### src/rtl/receive_data_pkg.sv
// Shared constants and state encoding for the receive_data serial capture block.
// Also holds the counter-width helper so the width rule lives in one place.
package receive_data_pkg;

    localparam int RECEIVE_DATA_WIDTH_DEFAULT = 170;

    typedef enum logic [0:0] {
        RX_IDLE  = 1'b0,
        RX_SHIFT = 1'b1
    } rx_state_t;

    // Counter has to reach WIDTH itself, hence the +1.
    function automatic int rx_cnt_width(input int width);
        return $clog2(width + 1);
    endfunction

endpackage

### src/rtl/receive_data.sv
// Serial-to-parallel capture: after a load_sr strobe, shifts WIDTH bits (MSB first) and updates dout once.
// Latency WIDTH cycles from strobe edge; no backpressure. Optional data_valid pulse via RECEIVE_DATA_VALID_EN.
module receive_data
    import receive_data_pkg::*;
#(
    parameter int WIDTH = RECEIVE_DATA_WIDTH_DEFAULT
) (
    input  logic             clk,
    input  logic             rst,
    input  logic             dout_sr,
    input  logic             load_sr,
    output logic [WIDTH-1:0] dout
`ifdef RECEIVE_DATA_VALID_EN
    ,
    output logic             data_valid
`endif
);

    localparam int               CNT_W    = rx_cnt_width(WIDTH);
    localparam logic [CNT_W-1:0] LAST_CNT = CNT_W'(WIDTH - 1);
    localparam logic [CNT_W-1:0] CNT_ONE  = CNT_W'(1);

    rx_state_t          state_q, state_d;
    logic [CNT_W-1:0]   cnt_q, cnt_d;
    // The oldest bit of a frame never needs to sit in sr: it goes straight into dout.
    logic [WIDTH-2:0]   sr_q, sr_d;
    logic [WIDTH-1:0]   dout_q, dout_d;
    logic [WIDTH-1:0]   sr_next;
    logic               frame_done;

    assign sr_next    = {sr_q, dout_sr};
    assign frame_done = (state_q == RX_SHIFT) && (cnt_q == LAST_CNT);

    always_comb begin
        state_d = state_q;
        cnt_d   = cnt_q;
        sr_d    = sr_q;
        dout_d  = dout_q;
        case (state_q)
            RX_IDLE: begin
                if (load_sr) begin
                    cnt_d   = '0;
                    state_d = RX_SHIFT;
                end
            end
            RX_SHIFT: begin
                sr_d  = sr_next[WIDTH-2:0];
                cnt_d = cnt_q + CNT_ONE;
                if (frame_done) begin
                    dout_d  = sr_next;
                    state_d = RX_IDLE;
                end
            end
            default: begin
                state_d = RX_IDLE;
            end
        endcase
    end

    always_ff @(posedge clk or posedge rst) begin
        if (rst) begin
            state_q <= RX_IDLE;
            cnt_q   <= '0;
            sr_q    <= '0;
            dout_q  <= '0;
        end else begin
            state_q <= state_d;
            cnt_q   <= cnt_d;
            sr_q    <= sr_d;
            dout_q  <= dout_d;
        end
    end

    assign dout = dout_q;

`ifdef RECEIVE_DATA_VALID_EN
    logic data_valid_q, data_valid_d;

    assign data_valid_d = frame_done;

    always_ff @(posedge clk or posedge rst) begin
        if (rst) begin
            data_valid_q <= 1'b0;
        end else begin
            data_valid_q <= data_valid_d;
        end
    end

    assign data_valid = data_valid_q;
`endif

endmodule

### config.mk
export PLATFORM = sky130hd
export DESIGN_NAME = receive_data
export DESIGN_NICKNAME = d
export VERILOG_FILES = /design/src/rtl/receive_data_pkg.sv /design/src/rtl/receive_data.sv
export SDC_FILE = /design/constraint.sdc
export NUM_CORES = 1
export LEC_CHECK = 0
export BUFFER_PORTS_ARGS = -buffer_cell sky130_fd_sc_hd__buf_2
export CAP_MARGIN = 20
export CORE_MARGIN = 2
export CORE_UTILIZATION = 40
export CTS_CLUSTER_SIZE = 20
export DETAILED_ROUTE_END_ITERATION = 8
export GPL_TIMING_DRIVEN = 0
export HOLD_SLACK_MARGIN = 0.08
export PLACE_DENSITY = 0.58
export SYNTH_ARGS = -nofsm -noshare
export SYNTH_HDL_FRONTEND = slang
export SYNTH_SLANG_ARGS = --single-unit
### constraint.sdc
create_clock -name clk -period 18.4 [get_ports clk]
set_input_delay 3.68 -clock clk [delete_from_list [all_inputs] [get_ports clk]]
set_output_delay 3.68 -clock clk [all_outputs]
set_load 0.01 [all_outputs]
Word-level counts from Yosys, hierarchy flattened
Index checks and enable logic that the tools add are counted.
{"block": "op_classes", "n_addsub": 1, "eq_ne": 2, "muxes": 5, "n_bitwise": 1, "n_reduce_logical": 2}
{"cell": "$pmux 8 s2", "n": 1}
{"cell": "$add 8x1->8 const B", "n": 1}
{"cell": "$eq 8x8->1 const B", "n": 1}
{"cell": "$mux 8", "n": 1}
{"cell": "$mux 1", "n": 2}
{"cell": "$ne 2x2->1 const B", "n": 1}
{"cell": "$pmux 1 s2", "n": 1}
{"cell": "$reduce_and 2->1", "n": 1}
{"cell": "$logic_and 1x1->1", "n": 1}
{"cell": "$not 1->1", "n": 1}
{"block": "totals", "register_bits": 348, "in_bits": 4, "output_inout_bits": 170, "elab_cells": 15}

Longest topological paths before layout
{"block": "depth", "word_depth": 4, "depth_mapped": 7}

Least setup slack after synthesis
No wires, ideal clock.
{"block": "synth_timing", "path_kind": "in2reg", "from": "input port load_sr", "to": "register cnt_q[5]", "t_arrival_ps": 4061, "t_required_ps": 18269, "path_slack_ps": 14208, "cell_stages": 2, "cell_sequence": "nor3b_1 > or3_1"}
{"block": "synth_between", "elab_chain_len": 1}
{"item": "start: declaration", "line_no": "receive_data.sv:11", "source": "input logic load_sr,"}
{"item": "$ne 2x2->1 (no source line)"}
{"item": "end signal: assignment", "line_no": "receive_data.sv:68", "source": "cnt_q <= cnt_d;"}
{"item": "end: declaration", "line_no": "receive_data.sv:24", "source": "logic [CNT_W-1:0] cnt_q, cnt_d;"}
Every way passes these cells.
A chain may end at the register's enable or synchronous reset.

Worst setup path after layout
{"block": "layout_timing", "from": "register dout_q[31] (netlist: dout[31])", "to": "output port dout[31]"}
{"item": "start: declaration", "line_no": "receive_data.sv:27", "source": "logic [WIDTH-1:0] dout_q, dout_d;"}
{"item": "start signal: assignment", "line_no": "receive_data.sv:70", "source": "dout_q <= dout_d;"}
{"item": "end: declaration", "line_no": "receive_data.sv:12", "source": "output logic [WIDTH-1:0] dout"}
No word-level cell between the ends.

==> results.tsv <==
stage	metric	value	unit
status	outcome	finished, final reports clean	
cells_and_area	final_cell_area	0.0158	mm^2
critical_path	crit_path_start	dout[31]	
critical_path	reg2reg_from	cnt_q[2]	
critical_path	timing.rr.end	dout[64]	
power_and_ir_drop	power	1.71	mW
clock_network	cts.htree.levels	2	
critical_path	slowest_delay	390	ps
critical_path	crit_required	14720	ps
timing	fmax	0.212	GHz
cells_and_area	nets	992	
route	first_pass_iters	4	
grt	overflow	0	
critical_path	cp_top_family	flip-flops	
clock_network	cts_resized	0	
critical_path	crit_path_top_delay_cell	dfrtp_1	
synthesis	synth_xor_area_frac	0.00135	
floorplan	die_x	184	um
synthesis	ys_warn_count	0	
floorplan	io_pins	174	
cells_and_area	final_cells	1458	
timing	post-route-period-util	0.257	
grt	grt_use_met3	0.0516	
grt	busiest_layer	met2	
timing	whs	477	ps
synthesis	syn_area_per_cell	16.9	um^2
power_and_ir_drop	p_per_area	108	mW/mm^2
timing	hold_violations	0	
route	wl_per_cell	16.0	um
critical_path	endpoint_kind	primary output	
critical_path	r2r_slack	15830	ps
grt	use_met2	0.201	
route	via_per_inst	4.75	
synthesis	ys_seq_elements	348	
min_path	holdCritStartpoint	dout[58]	
clock_network	postCtsSetupBuffers	0	
timing	worst_slew_pin_slew	838	ps
min_path	holdCritPathClass	register to register	
timing	finalSetupViolations	0	
placed_design	io_buffers	173	
timing	relSlewSlack	0.437	
power_and_ir_drop	peakVddDrop	0.0000563	V
placed_design	place_area	0.0145	mm^2
critical_path	worstSetupStartpointType	register	
placed_design	dp_hpwl	14800	um
synthesis	synth_nets	776	
route	ant_nets	0	
min_path	hold_end	dout[58]	
clock_network	cts.sinks	348	
grt	grt_pass1_wl	38100	um
power_and_ir_drop	leakagePower	8.52	nW
critical_path	crit_buf_inv	1	
floorplan	die_h	184	um
placed_design	dp.cells	1387	
synthesis	muxShareOfSynthArea	0.296	
critical_path	worst_r2r_path_depth	6	
timing	finClkSkew	7.74	ps
synthesis	synth_top_family_by_area	multiplexers	
grt	grt.total_usage	0.138	
flow_run	max_cap_violations	0	
clock_network	cts_hold_buffers	0	
grt	antenna_found_initial	0	
synthesis	synth-simple-area-share	0.0125	
cells_and_area	diodes	0	
timing	tns	0	ps
route	routed-via-count	6929	
timing	rsz0062_at_grt	false	
route	drc	0	
critical_path	path_class	register to primary output	
critical_path	cp_cell_sequence	buf_2	
floorplan	die-area	0.0340	mm^2
route	totalWireLength	23300	um
cells_and_area	area_growth	21.0	%
synthesis	yosysSeqAreaShare	0.669	
floorplan	fp.coreArea	0.0323	mm^2
synthesis	synth_compound_area_frac	0.00384	
min_path	worst_hold_path.num_cells	1	
critical_path	crit_arrival	1050	ps
grt	grt_pass1_vias	7070	
route	drtIter0Drc	237	
grt	gr-usage-met1	0.193	
placed_design	gp_congestion	0.694	
grt	grt_max_degree	129	
clock_network	cts_tree	done	
clock_network	cts_made_buffers	39	
clock_network	path_clk_slew	60	ps
timing	layout_min_cycle_time	4730	ps
floorplan	initial_utilization	0.403	
timing	slew_viol_final	0	
floorplan	row_count	66	
clock_network	insertion_delay	510	ps
synthesis	postSynthCellCount	770	
clock_network	cts_buffer_depth	3	
synthesis	syn_area	0.0130	mm^2
synthesis	synth_adder_area_share	0.00192	
synthesis	synth_cell_type_count	25	
critical_path	crit_fanout	2	
clock_network	root_buffer	clkbuf_16	
cells_and_area	drive_gt1_frac	0.494	
[per-stage QoR]
step                utilization  setup WS, ps
CTS                       0.488         13630
finish                    0.488         13670
global route              0.488         13620
global placement          0.447          1010
floorplan                     -          5070
detailed placement        0.449         13450
[synthesized netlist by cell type (all sizes together)]
cell,n,area share
dfrtp,348,0.67
nor3b,3,0.0017
xnor2,1,0.00067
or3,2,0.00096
o31ai,2,0.0012
clkbuf,23,0.0066
mux2,339,0.29
nor4,1,0.0016
o211ai,1,0.00058
nor2,2,0.00058
nand4b,2,0.0013
a21oi,2,0.00077
xor2,1,0.00067
buf,18,0.0088
mux2i,3,0.0023
nand2,3,0.00086
o21ai,2,0.00077
ha,2,0.0019
nand3,4,0.0015
inv,2,0.00058
nand2b,5,0.0024
nand4,3,0.0014
a21o,1,0.00058
[flip-flops by register name, indices dropped and copies added, names as in the netlist]
signal / cells
sr_q: 169
state_q: 1
cnt_q: 8
dout: 170
[worst register-to-register path: cells and delay by family (launching register included)]
family	cells	cell delay, ps
simple gates	2	940
flops	1	360
buf+inv	3	820
mux	1	340
[logic make-up after synthesis]
| kind of cell | count (synthesis) |
|---|---|
| flip-flops | 348 |
| multiplexers | 342 |
| buffers and inverters | 43 |
| AND/OR/NAND/NOR | 25 |
| AO/OA/AOI/OAI | 8 |
| XOR/XNOR | 2 |
| adder cells (fa/ha/maj) | 2 |
[final cells by class]
| type | count | area (um^2) |
|---|---|---|
| fill | 2856 | 16500 |
| sequential | 348 | 8710 |
| multi-input combinational | 379 | 4100 |
| clock buffer | 63 | 1190 |
| timing repair buffer | 175 | 921 |
| tap | 442 | 553 |
| buffer | 41 | 201 |
| clock inverter | 8 | 68.8 |
| inverter | 2 | 15.0 |
[how the worst max path moves through the flow]
stage	endpoint	cells after the start
after floorplan	cnt_q[0]	1
after global placement	dout[48]	2
after detailed placement	dout[42]	3
after CTS	dout[43]	1
after global routing	dout[69]	1
final	dout[31]	1
[power breakdown]
group	leakage (nW)	internal [mW]	switching [mW]
Sequential	4.72	0.814	0.0346
Clock	0.621	0.456	0.296
Combinational	3.17	0.0541	0.0543
[routing by layer]
layer	wire, um	up-vias
met1	10900	3557
met5	0	-
met3	1860	44
met4	518	0
li1	-	3177
met2	9970	151
[cells in the final DEF, fill, tap and decap left out, types with 2 or more instances in the layout]
master,count
clkbuf_1,37
clkinv_2,6
mux2_2,250
mux2_1,89
nand3_1,4
clkbuf_16,41
o31ai_1,2
dfrtp_1,348
buf_4,10
nor3b_1,3
mux2i_1,3
nor2_1,2
nand2b_1,5
nand4b_1,2
buf_16,2
nand4_1,3
buf_2,181
clkbuf_8,8
or3_1,2
a21oi_1,2
nand2_1,3
ha_1,2
o21ai_0,2
Power figures use the tool's default switching activity.
